===== src/rtl/wakeup_arbiter.sv =====
// rtl/wakeup_arbiter.sv - merges mapped irq edges and a sw wake FIFO into one registered wakeup stream
module wakeup_arbiter #(
  parameter int NUM_IRQ    = 8,
  parameter int TASK_BITS  = 3,
  parameter int FIFO_DEPTH = 4
) (
  input  logic                          clk,
  input  logic                          rst,
  input  logic                          en,
  input  logic [NUM_IRQ-1:0]            irq,
  input  logic                          map_we,
  input  logic [$clog2(NUM_IRQ)-1:0]    map_irq,
  input  logic [TASK_BITS-1:0]          map_task,
  input  logic                          map_en,
  input  logic                          sw_valid,
  input  logic [TASK_BITS-1:0]          sw_id,
  output logic                          sw_ready,
  output logic                          wakeup_valid,
  output logic [TASK_BITS-1:0]          wakeup_id,
  output logic                          irq_overrun,
  output logic [NUM_IRQ-1:0]            pending,
  output logic [$clog2(FIFO_DEPTH):0]   fifo_count
);
  localparam int IW = $clog2(NUM_IRQ);
  localparam int PW = $clog2(FIFO_DEPTH);
  localparam int CW = PW + 1;

  logic [NUM_IRQ-1:0]   irq_prev_q, irq_prev_d;
  logic [NUM_IRQ-1:0]   pending_q, pending_d;
  logic [NUM_IRQ-1:0]   map_en_q, map_en_d;
  logic [TASK_BITS-1:0] map_task_q [NUM_IRQ];
  logic [TASK_BITS-1:0] map_task_d [NUM_IRQ];
  logic [TASK_BITS-1:0] fifo_mem_q [FIFO_DEPTH];
  logic [TASK_BITS-1:0] fifo_mem_d [FIFO_DEPTH];
  logic [PW-1:0]        wr_ptr_q, wr_ptr_d;
  logic [PW-1:0]        rd_ptr_q, rd_ptr_d;
  logic [CW-1:0]        count_q, count_d;
  logic [IW-1:0]        rr_ptr_q, rr_ptr_d;
  logic                 last_src_q, last_src_d;
  logic                 wakeup_valid_q, wakeup_valid_d;
  logic [TASK_BITS-1:0] wakeup_id_q, wakeup_id_d;
  logic                 irq_overrun_q, irq_overrun_d;

  logic                 irq_hit;
  logic [IW-1:0]        irq_sel;
  int                   scan_idx;
  logic                 sw_avail;
  logic                 grant_irq, grant_sw;
  logic                 push;
  logic [NUM_IRQ-1:0]   rise, grant_mask, disable_clear;

  assign sw_ready     = (count_q < CW'(FIFO_DEPTH));
  assign wakeup_valid = wakeup_valid_q;
  assign wakeup_id    = wakeup_id_q;
  assign irq_overrun  = irq_overrun_q;
  assign pending      = pending_q;
  assign fifo_count   = count_q;

  // Round-robin scan: first pending index at or after rr_ptr, wrapping to 0.
  always_comb begin
    irq_hit  = 1'b0;
    irq_sel  = '0;
    scan_idx = 0;
    for (int off = 0; off < NUM_IRQ; off++) begin
      scan_idx = int'(rr_ptr_q) + off;
      if (scan_idx >= NUM_IRQ) scan_idx = scan_idx - NUM_IRQ;
      if (!irq_hit && pending_q[IW'(scan_idx)]) begin
        irq_hit = 1'b1;
        irq_sel = IW'(scan_idx);
      end
    end
  end

  // When both sources contend, alternate away from whichever was served last.
  always_comb begin
    sw_avail  = (count_q != '0);
    grant_irq = 1'b0;
    grant_sw  = 1'b0;
    if (en) begin
      if (irq_hit && sw_avail) begin
        grant_sw  = !last_src_q;
        grant_irq = last_src_q;
      end else begin
        grant_irq = irq_hit;
        grant_sw  = sw_avail;
      end
    end
  end

  always_comb begin
    rise          = irq & ~irq_prev_q & map_en_q;
    grant_mask    = grant_irq ? (NUM_IRQ'(1) << irq_sel) : '0;
    disable_clear = (map_we && !map_en) ? (NUM_IRQ'(1) << map_irq) : '0;
    irq_prev_d    = irq;
    pending_d     = (pending_q & ~grant_mask & ~disable_clear) | rise;
    irq_overrun_d = |(rise & pending_q & ~grant_mask);

    map_en_d   = map_en_q;
    map_task_d = map_task_q;
    if (map_we) begin
      map_en_d[map_irq]   = map_en;
      map_task_d[map_irq] = map_task;
    end
  end

  // sw_ready is based on the registered count, so a full FIFO refuses even while popping.
  always_comb begin
    push       = sw_valid && sw_ready;
    fifo_mem_d = fifo_mem_q;
    if (push) fifo_mem_d[wr_ptr_q] = sw_id;
    wr_ptr_d = wr_ptr_q + PW'(push);
    rd_ptr_d = rd_ptr_q + PW'(grant_sw);
    count_d  = count_q + CW'(push) - CW'(grant_sw);
  end

  always_comb begin
    rr_ptr_d       = rr_ptr_q;
    last_src_d     = last_src_q;
    wakeup_valid_d = grant_irq || grant_sw;
    wakeup_id_d    = wakeup_id_q;
    if (grant_irq) begin
      rr_ptr_d    = (irq_sel == IW'(NUM_IRQ - 1)) ? '0 : irq_sel + IW'(1);
      last_src_d  = 1'b0;
      wakeup_id_d = map_task_q[irq_sel];
    end else if (grant_sw) begin
      last_src_d  = 1'b1;
      wakeup_id_d = fifo_mem_q[rd_ptr_q];
    end
  end

  always_ff @(posedge clk or posedge rst) begin
    if (rst) begin
      irq_prev_q     <= '0;
      pending_q      <= '0;
      map_en_q       <= '0;
      for (int i = 0; i < NUM_IRQ; i++) map_task_q[i] <= TASK_BITS'(i);
      for (int i = 0; i < FIFO_DEPTH; i++) fifo_mem_q[i] <= '0;
      wr_ptr_q       <= '0;
      rd_ptr_q       <= '0;
      count_q        <= '0;
      rr_ptr_q       <= '0;
      last_src_q     <= 1'b0;
      wakeup_valid_q <= 1'b0;
      wakeup_id_q    <= '0;
      irq_overrun_q  <= 1'b0;
    end else begin
      irq_prev_q     <= irq_prev_d;
      pending_q      <= pending_d;
      map_en_q       <= map_en_d;
      map_task_q     <= map_task_d;
      fifo_mem_q     <= fifo_mem_d;
      wr_ptr_q       <= wr_ptr_d;
      rd_ptr_q       <= rd_ptr_d;
      count_q        <= count_d;
      rr_ptr_q       <= rr_ptr_d;
      last_src_q     <= last_src_d;
      wakeup_valid_q <= wakeup_valid_d;
      wakeup_id_q    <= wakeup_id_d;
      irq_overrun_q  <= irq_overrun_d;
    end
  end
endmodule


===== config.mk =====
export PLATFORM = sky130hd
export DESIGN_NAME = wakeup_arbiter
export DESIGN_NICKNAME = d
export VERILOG_FILES = /design/src/rtl/wakeup_arbiter.sv
export SDC_FILE = /design/constraint.sdc
export NUM_CORES = 1
export LEC_CHECK = 0
export ABC_AREA = 1
export BUFFER_PORTS_ARGS = -buffer_cell sky130_fd_sc_hd__buf_2
export CORE_MARGIN = 2
export CORE_UTILIZATION = 45
export CTS_CLUSTER_DIAMETER = 200
export DETAILED_ROUTE_END_ITERATION = 6
export PLACE_DENSITY = 0.61
export SYNTH_ARGS = -nofsm -noshare
export SYNTH_HDL_FRONTEND = slang
export SYNTH_SLANG_ARGS = --single-unit

===== constraint.sdc =====
create_clock -name clk -period 4.5 [get_ports clk]
set_input_delay 1.125 -clock clk [delete_from_list [all_inputs] [get_ports clk]]
set_output_delay 1.125 -clock clk [all_outputs]
set_load 0.05 [all_outputs]

Word level (Yosys, flattened, before mapping)
Index checks and enable logic that the tools add are counted.

$add $sub $neg: 20. Multipliers: 0. Div/mod/pow operators: 0. Order comparisons: 25. Eq/ne operators: 1. Shifts and indexed selects: 2. Mux-type cells: 74. Bitwise gates (word level): 14. Reductions and logical operators: 26.

Operators with widths (count): 3-bit two-way mux (25); 8-bit bitwise AND (6); 3-bit by 5-bit less-than comparator with 1-bit output (second input constant) (8); 4-bit >= comparator (second input constant) (9); 1-bit two-way mux (31); 1-bit binary-select mux with 3-bit select (8); 24-bit bitwise mux (1); 8-bit inverter (3); 3-bit by 1-bit subtractor with 3-bit output (second input constant) (8); 3-bit by 3-bit adder with 4-bit output (second input constant) (4); 8-bit two-way mux (2); 1-bit by 3-bit << shifter with 8-bit output (first input constant) (2); 1-bit logical AND (13); 12-bit bitwise mux (1); 3-bit binary-select mux with 3-bit select (1); 3-bit demux with 3-bit select (1); 1-bit logical NOT (9); 3-bit by 2-bit adder with 4-bit output (second input constant) (2); 8-bit bitwise mux (1); 3-bit inverter with 4-bit output (2); 8-bit bitwise OR (1); 8-bit OR reduction (1); 3-bit binary-select mux with 2-bit select (1); 3-bit demux with 2-bit select (1); other kinds (18) (21).

Register bits after elaboration: 76. Latch bits: 0. Bits in writable memories: 0. Memory bits (read-only): 0. Input port bits: 23. Output and inout port bits: 17. Word-level logic and storage cells: 185. Memories: 0.

Depth between registers and ports, before layout
Gate-level depths: netlist (run 1).

Word-level depth: 35. Depth in mapped cells: 25. Depth with buffers taken out: 23.

Worst setup path after synthesis (run 1)
OpenSTA, ideal clock, no wires.

Path type: register to register. Start: register rr_ptr_q[1]. End: register count_q[2], in the netlist fifo_count[2]. Library setup time: 143 ps. Arrival: 3251 ps. Data required time: 4357 ps. Setup slack: 1107 ps. Cell stages (with the launch flop): 20. Buffers on the path: 1. Clock period less this slack: 3393 ps. Cells stage by stage: dfrtp_1 buf_6 inv_2 ha_1 inv_2 nand3_1 nand3_2 nand2_4 nor2_8 nand4_4 nor2_4 nand3_1 a21oi_1 ha_1 inv_1 ha_1 inv_1 fa_1 xnor2_1 xor2_1.

Word-level cells in the longest chain between the ends: 31. Elaborated cells on any way between the ends: 81. Classes of those cells: add/sub: 16; order compare: 8; mux: 42; reduce/logical: 15.

RTL lines: start: declaration (line 38) `logic [IW-1:0] rr_ptr_q, rr_ptr_d;`; start signal: assignment (line 155) `rr_ptr_q <= rr_ptr_d;`; branches (longest 26 deep; another with 3-bit by 1-bit adder with 4-bit output); 1-bit two-way mux * (line 67) `if (!irq_hit && pending_q[IW'(scan_idx)]) begin`; 1-bit logical AND * (line 80) `if (irq_hit && sw_avail) begin`; 1-bit two-way mux * (line 80); 1-bit two-way mux * (line 79) `if (en) begin`; 3-bit by 1-bit subtractor with 3-bit output * (line 113) `count_d = count_q + CW'(push) - CW'(grant_sw);`; named net count_d[2] (line 37) `logic [CW-1:0] count_q, count_d;`; end signal: assignment (line 154) `count_q <= count_d;`; end: declaration (line 37).

Mark *: on every way through the listed nets, which the timed path passes. The select of a mux whose other input is x is not followed. A chain may end at the register's enable or synchronous reset.

Worst setup path in the final report (run 1)
Start: register rr_ptr_q[0]. End: register count_q[2], in the netlist fifo_count[2].

Same word-level chain as after synthesis.

==> results of run 1 <==
layout by cell type (no fill, tap or decap), types with 2 or more instances in the layout:
cell type	n
clkbuf_8	9
nand2_1	149
nand4_1	2
o22ai_1	2
nor2_2	3
xor2_1	4
ha_1	11
nand3b_1	8
o21ai_0	48
inv_1	47
nand2_2	8
nand3_4	2
nand2_4	4
nor2_1	52
inv_6	3
nor3_1	2
nand3_2	3
dfrtp_1	64
buf_2	39
buf_4	3
a32oi_1	3
nor2_4	3
a21oi_1	15
dfstp_2	12
xnor2_1	2
inv_2	5
nand3_1	65
metrics by stage:
stage / worst slack (ns) / cells
after floorplan: 1.107 / 533
after global placement: 0.8781 / 695
after detailed placement: 0.7332 / 695
after CTS: 0.6968 / 711
after global routing: 0.3864 / 711
final: 0.7125 / 711
worst register-to-register path, cell delays in order (launching register included):
cell,delay (ns)
dfrtp_1,0.61
inv_2,0.19
ha_1,0.44
inv_2,0.15
nand3_1,0.16
nand3_2,0.13
nand2_4,0.08
nor2_8,0.12
nand4_4,0.10
nor2_4,0.14
nand3_1,0.11
a21oi_1,0.14
buf_4,0.16
ha_1,0.22
inv_1,0.06
ha_1,0.13
inv_1,0.05
fa_1,0.37
xnor2_1,0.17
xor2_1,0.17
cell type report:
type	count	area, µm²
inverters	53	198.9
multi-input cells	395	2063
well taps	129	161.4
fillers	892	4467
clock buffers	9	123.9
clock inverters	7	91.34
flip-flops and latches	76	1917
repair buffers	42	217.7
cell families after synthesis:
logic type                 share of synthesized area, %
adders and majority gates                         3.695
AOI/OAI and AO/OA                                 9.472
buffers and inverters                             6.715
DFF                                               44.93
xor gates and xnor gates                          1.994
and+or+nand+nor                                   33.20
per-layer routing:
layer	global-route usage, %	routed length (µm)	up-vias
li1	-	-	1820
met1	29.73	4820	1686
met2	33.88	4741	80
met3	3.382	433	10
met4	6.341	144	0
met5	0	0	-
registers in the layout (all words and copies together) (netlist names):
signal / count
map_task_q: 24
wakeup_id: 3
irq_overrun: 1
irq_prev_q: 8
fifo_mem_q: 12
last_src_q: 1
rr_ptr_q: 3
wr_ptr_q: 2
fifo_count: 3
map_en_q: 8
pending: 8
wakeup_valid: 1
rd_ptr_q: 2
worst paths after layout:
kind                                   to  cells past startpoint  slack [ns]     startpoint
min in group asynchronous  map_task_q[19]                      2        1.01            rst
min                            pending[7]                      1        0.48  irq_prev_q[7]
min reg2reg                    pending[7]                      1        0.48  irq_prev_q[7]
max reg2reg                 fifo_count[2]                     19        0.71    rr_ptr_q[0]
max                         fifo_count[2]                     19        0.71    rr_ptr_q[0]
max in group asynchronous     map_en_q[2]                      3        2.71            rst
==> summary.md, run 1 <==
| Metric | Value |
|---|---|
| Outcome | `completed` |
| CTS tree | `done` |
| Seq/Total Area, Yosys | `44.93%` |
| Slew headroom | `31.16%` |
| Max stage delay on crit path | `0.61 ns` |
| Top cells by area, synth | `dfrtp_1, nand2_1, nand3_1, dfstp_2, o21ai_0` |
| CP Launch Type | `flip-flop` |
| DRT iter0 DRCs | `161` |
| Clock period minus worst slack | `3.788 ns` |
| Min-delay worst type | `flip-flop to flip-flop` |
| Crit-path max FO | `12` |
| Worst EP required | `4.77 ns` |
| GRT Total Usage | `21.16%` |
| Clk buf depth | `2` |
| CTS Hold Buffers Added | `0` |
| PortBufs | `39` |
| CP max-delay cell | `dfrtp_1` |
| # IOs | `40` |
| Syn-to-layout area delta | `11.88%` |
| Yosys top cell area share | `37.54%` |
| Final Max Slew Viols | `0` |
| CP most frequent cell | `ha_1` |
| Worst path cell trace | `inv_2 -> ha_1 -> inv_2 -> nand3_1 -> nand3_2 -> nand2_4 -> nor2_8 -> nand4_4 -> nor2_4 -> nand3_1 -> a21oi_1 -> buf_4 -> ha_1 -> inv_1 -> ha_1 -> inv_1 -> fa_1 -> xnor2_1 -> xor2_1` |
| Most frequent cell after synthesis | `nand2_1` |
| Diode count | `0` |
| TritonCTS Buffers | `9` |
| Period utilisation layout | `84.17%` |
| Syn Nets | `568` |
| Area leader, netlist | `dfrtp_1` |
| Final WL | `10140 µm` |
| # DRC | `0` |
| Clock sinks | `76` |
| Vias/cell | `5.058` |
| Hpwl dp | `7486 µm` |
| Root buffer cell | `clkbuf_8` |
| Final setup fails | `0` |
| Vias in the first global route | `3424` |
| DP Area | `4558 µm²` |
| YS warnings | `0` |
| Critical path class | `flip-flop to flip-flop` |
| Initial antenna violation count | `0` |
| 1st-pass router iterations | `5` |
| Starting Density | `46.17%` |
| Cts repair resizes | `0` |
| Largest net degree at the start of global routing | `52` |
| Slew at the pin with the worst max-slew slack | `1.031 ns` |
| Cell Area, Synth | `4267 µm²` |
| FFs w/ async S/R, synth | `100.0%` |
| Total of max-cap violations | `0` |
| CP bufs+invs | `5` |
| FF+latch count, synth | `76` |
| Grt ovf | `0` |
| Clock edge transition at the registers on the reported setup and hold paths | `0.11 ns` |
| Fmax | `0.2640 GHz` |
| Critical path endpoint category | `flip-flop` |
| WP data arrival | `4.06 ns` |
| Top_reg_cell synth | `dfrtp_1` |
| Cell area after layout | `4773 µm²` |
| Global-route wire length before repair | `16890 µm` |
| Nets | `612` |
| Die Span Y | `101.4 µm` |
| RePlAce Congestion | `0.8872` |
| Post-CTS Setup Inserts | `0` |
| Clk Latency, worst-skew pair | `0.37 ns` |
| Clk_skew | `0.02312 ns` |
| Wire per inst | `14.26 µm` |
| Total number of vias | `3596` |
| Final Util | `51.66%` |
| CTS H-tree depth | `3` |
| Top cells by count, synth | `nand2_1, nand3_1, dfrtp_1` |
| Syn Area/Cell | `8.005 µm²` |
| Synth cell types | `37` |
| Hold slack | `0.4752 ns` |
| Share of cells above drive strength 1 | `18.04%` |
| Total core area | `9240 µm²` |
| Final ANT Viol Nets | `0` |
| Num rows | `35` |
| Die footprint | `10280 µm²` |
| Delay-heaviest family, CP | `adder cells` |
| Post-route setup TNS | `0 ns` |
| Die X | `101.4 µm` |
| Syn Inst Count | `533` |
| Post-synth EDFFs | `0` |
| RSZ-0062 raised after global routing | `false` |
| Hold Vio Cnt, Final | `0` |
Power of run 1 is not shown: default switching activity piles up to over one toggle a cycle in this logic, so the estimate is an artifact.
==> inputs of run 2 (changes only) <==
--- a/config.mk
+++ b/config.mk
@@ -11,7 +11,7 @@
 export CORE_UTILIZATION = 45
 export CTS_CLUSTER_DIAMETER = 200
 export DETAILED_ROUTE_END_ITERATION = 6
-export PLACE_DENSITY = 0.61
+export PLACE_DENSITY = 0.64
 export SYNTH_ARGS = -nofsm -noshare
 export SYNTH_HDL_FRONTEND = slang
 export SYNTH_SLANG_ARGS = --single-unit
==> constraint.sdc (replaced) <==
create_clock -name clk -period 3.2 [get_ports clk]
set_input_delay 0.8 -clock clk [delete_from_list [all_inputs] [get_ports clk]]
set_output_delay 0.8 -clock clk [all_outputs]
set_load 0.05 [all_outputs]
==> summary.md, run 2 (synthesis gave the netlist of run 1 again) <==
| Metric | Value |
|---|---|
| # IOs | `40 (unchanged)` |
| Largest net degree at the start of global routing | `52 (unchanged)` |
| Vias in the first global route | `3643 (+6.4%)` |
| WP data arrival | `3.27 ns (-0.79 ns)` |
| Critical Path Sink | `fifo_count[2]` |
| Largest register by flop count | `map_task_q` |
| Slew headroom | `62.35% (+31 points)` |
| Commonest non-fill, non-tap cells in the layout | `nand2_1, dfrtp_1, nand3_1` |
| Min-delay worst type | `flip-flop to flip-flop` |
| Hpwl dp | `7881 µm (+5.3%)` |
| Placement Setup Slack | `-0.03391 ns (-0.7671 ns)` |
| # DRC | `0 (unchanged)` |
| Period utilisation layout | `95.34% (+11 points)` |
| R2R Path End | `fifo_count[2]` |
| Nets | `636 (+3.9%)` |
| Commonest non-fill, non-tap cell in the layout | `nand2_1` |
| GRT Total Usage | `21.92% (+0.75 points)` |
| Final ANT Viol Nets | `0 (unchanged)` |
| Wire per inst | `14.27 µm (about the same)` |
| Die Span Y | `101.4 µm (unchanged)` |
| Post-route setup TNS | `0 ns (unchanged)` |
| R2R setup slack | `0.15 ns (-0.56 ns)` |
| Clock edge transition at the registers on the reported setup and hold paths | `0.08 ns (-0.03 ns)` |
| Total of max-cap violations | `0 (unchanged)` |
| Final worst setup slack | `0.1490 ns (-0.5635 ns)` |
| CTS Hold Buffers Added | `0 (unchanged)` |
| Root buffer cell | `clkbuf_8` |
| Vias/cell | `5.103 (+0.90%)` |
| Starting Density | `46.17% (unchanged)` |
| FILL cells | `877 (-1.7%)` |
| Worst setup startpoint | `rr_ptr_q[0]` |
| Number of flip-flops in the largest register | `24 (unchanged)` |
| PortBufs | `39 (unchanged)` |
| Clock period minus worst slack | `3.051 ns (-0.7365 ns)` |
| Grt ovf | `0 (unchanged)` |
| Cells on worst reg2reg path | `18 (-1)` |
| Crit-path max FO | `8 (-4)` |
| Cell area after layout | `5067 µm² (+6.2%)` |
| Clk_skew | `0.01283 ns (-0.01029 ns)` |
| CTS H-tree depth | `3 (unchanged)` |
| Die footprint | `10280 µm² (unchanged)` |
| Final Max Slew Viols | `0 (unchanged)` |
| DRT iter0 DRCs | `245 (+52%)` |
| Total number of vias | `3751 (+4.3%)` |
| Initial antenna violation count | `0 (unchanged)` |
| RR Startpoint | `rr_ptr_q[0]` |
| Critical path endpoint category | `flip-flop` |
| Fmax | `0.3278 GHz (+24%)` |
| Final WL | `10490 µm (+3.4%)` |
| Syn-to-layout area delta | `18.77%` |
| 1st-pass router iterations | `5 (unchanged)` |
| DP Area | `4697 µm² (+3.0%)` |
| Slew at the pin with the worst max-slew slack | `0.5640 ns (-0.4672 ns)` |
| Critical path class | `flip-flop to flip-flop` |
| CTS tree | `done` |
| Largest registers | `map_task_q: 24 flops, fifo_mem_q: 12 flops` |
| Diode count | `0 (unchanged)` |
| Hold slack | `0.4667 ns (-0.008538 ns)` |
| Die X | `101.4 µm (unchanged)` |
| Hold Vio Cnt, Final | `0 (unchanged)` |
| Total core area | `9240 µm² (unchanged)` |
| Worst EP required | `3.42 ns (-1.35 ns)` |
| Share of cells above drive strength 1 | `24.09% (+6.1 points)` |
| Final setup fails | `0 (unchanged)` |
| Clk Latency, worst-skew pair | `0.35 ns (-0.02 ns)` |
| TritonCTS Buffers | `9 (unchanged)` |
| Global-route wire length before repair | `17480 µm (+3.5%)` |
| RePlAce Congestion | `0.9303 (+4.9%)` |
| Num rows | `35 (unchanged)` |
| CP Launch Type | `flip-flop` |
| Outcome | `completed` |
| Clock sinks | `76 (unchanged)` |
| Clk buf depth | `2 (unchanged)` |
==> run 2: changes by cell type in the layout (fill, tap and decap cells not counted), moves of 3 or more <==
| cell | change |
|---|---|
| buf_4 | +22 |
| clkinv_2 | +3 |
| nand3_2 | +5 |
| nand3_1 | -6 |
==> run 2: layer usage <==
layer / vias to the layer above / GRT usage (%) / wire (µm)
met1: 1775 / 31.42 / 5018
met5: - / 0 / 0
li1: 1867 / - / -
met2: 91 / 34.28 / 4897
met4: 0 / 8.524 / 199
met3: 18 / 2.415 / 372
==> run 2: per-stage QoR <==
step,instances,utilization (%)
finish,735,54.84
global route,735,54.84
CTS,726,53.09
detailed placement,708,50.83
global placement,708,50.83
floorplan,533,-
==> run 2: worst min-delay path by stage <==
stage / from / end / slack (ns) / cells past startpoint
5_1_grt: irq_prev_q[7] / pending[7] / 0.51 / 1
4_1_cts: irq_prev_q[7] / pending[7] / 0.47 / 1
6_report: irq_prev_q[7] / pending[7] / 0.47 / 1
2_1_floorplan: irq_prev_q[7] / pending[7] / 0.44 / 1
3_5_place_dp: irq_prev_q[7] / pending[7] / 0.46 / 1
3_3_place_gp: irq_prev_q[7] / pending[7] / 0.46 / 1
==> run 2: final cells by class <==
| type | count | area, µm² | share of cell area [%] |
|---|---|---|---|
| Sequential cell | 76 | 1919 | 37.88 |
| Multi-Input combinational cell | 395 | 2172 | 42.86 |
| Clock buffer | 11 | 141.4 | 2.790 |
| Clock inverter | 5 | 52.55 | 1.037 |
| Inverter | 53 | 206.4 | 4.074 |
| Timing Repair Buffer | 66 | 414.1 | 8.173 |
| Tap cell | 129 | 161.4 | 3.185 |
==> run 2: worst max-delay path, cell delays in order, from the launching register on <==
cell and delay (ns):
dfrtp_1 0.41, buf_4 0.15, buf_4 0.15, nand2_1 0.10, nand3_1 0.13, nand2_1 0.10, nor2_1 0.05, a31oi_2 0.26
inv_2 0.07, nor2_4 0.14, nand3_2 0.09, a21oi_2 0.16, ha_1 0.24, inv_1 0.06, ha_1 0.12, inv_1 0.05
fa_2 0.35, xnor2_2 0.14, xor2_1 0.14
==> run 2: timing repair <==
| item | 4_1_cts | 5_1_grt |
|---|---|---|
| setup buffers | 2 | 9 |
| gates resized for setup | 0 | 22 |
| pin swaps | 0 | 9 |
| endpoints found under the setup margin | 1 | 5 |
Power of run 2 is left out for the same reason.
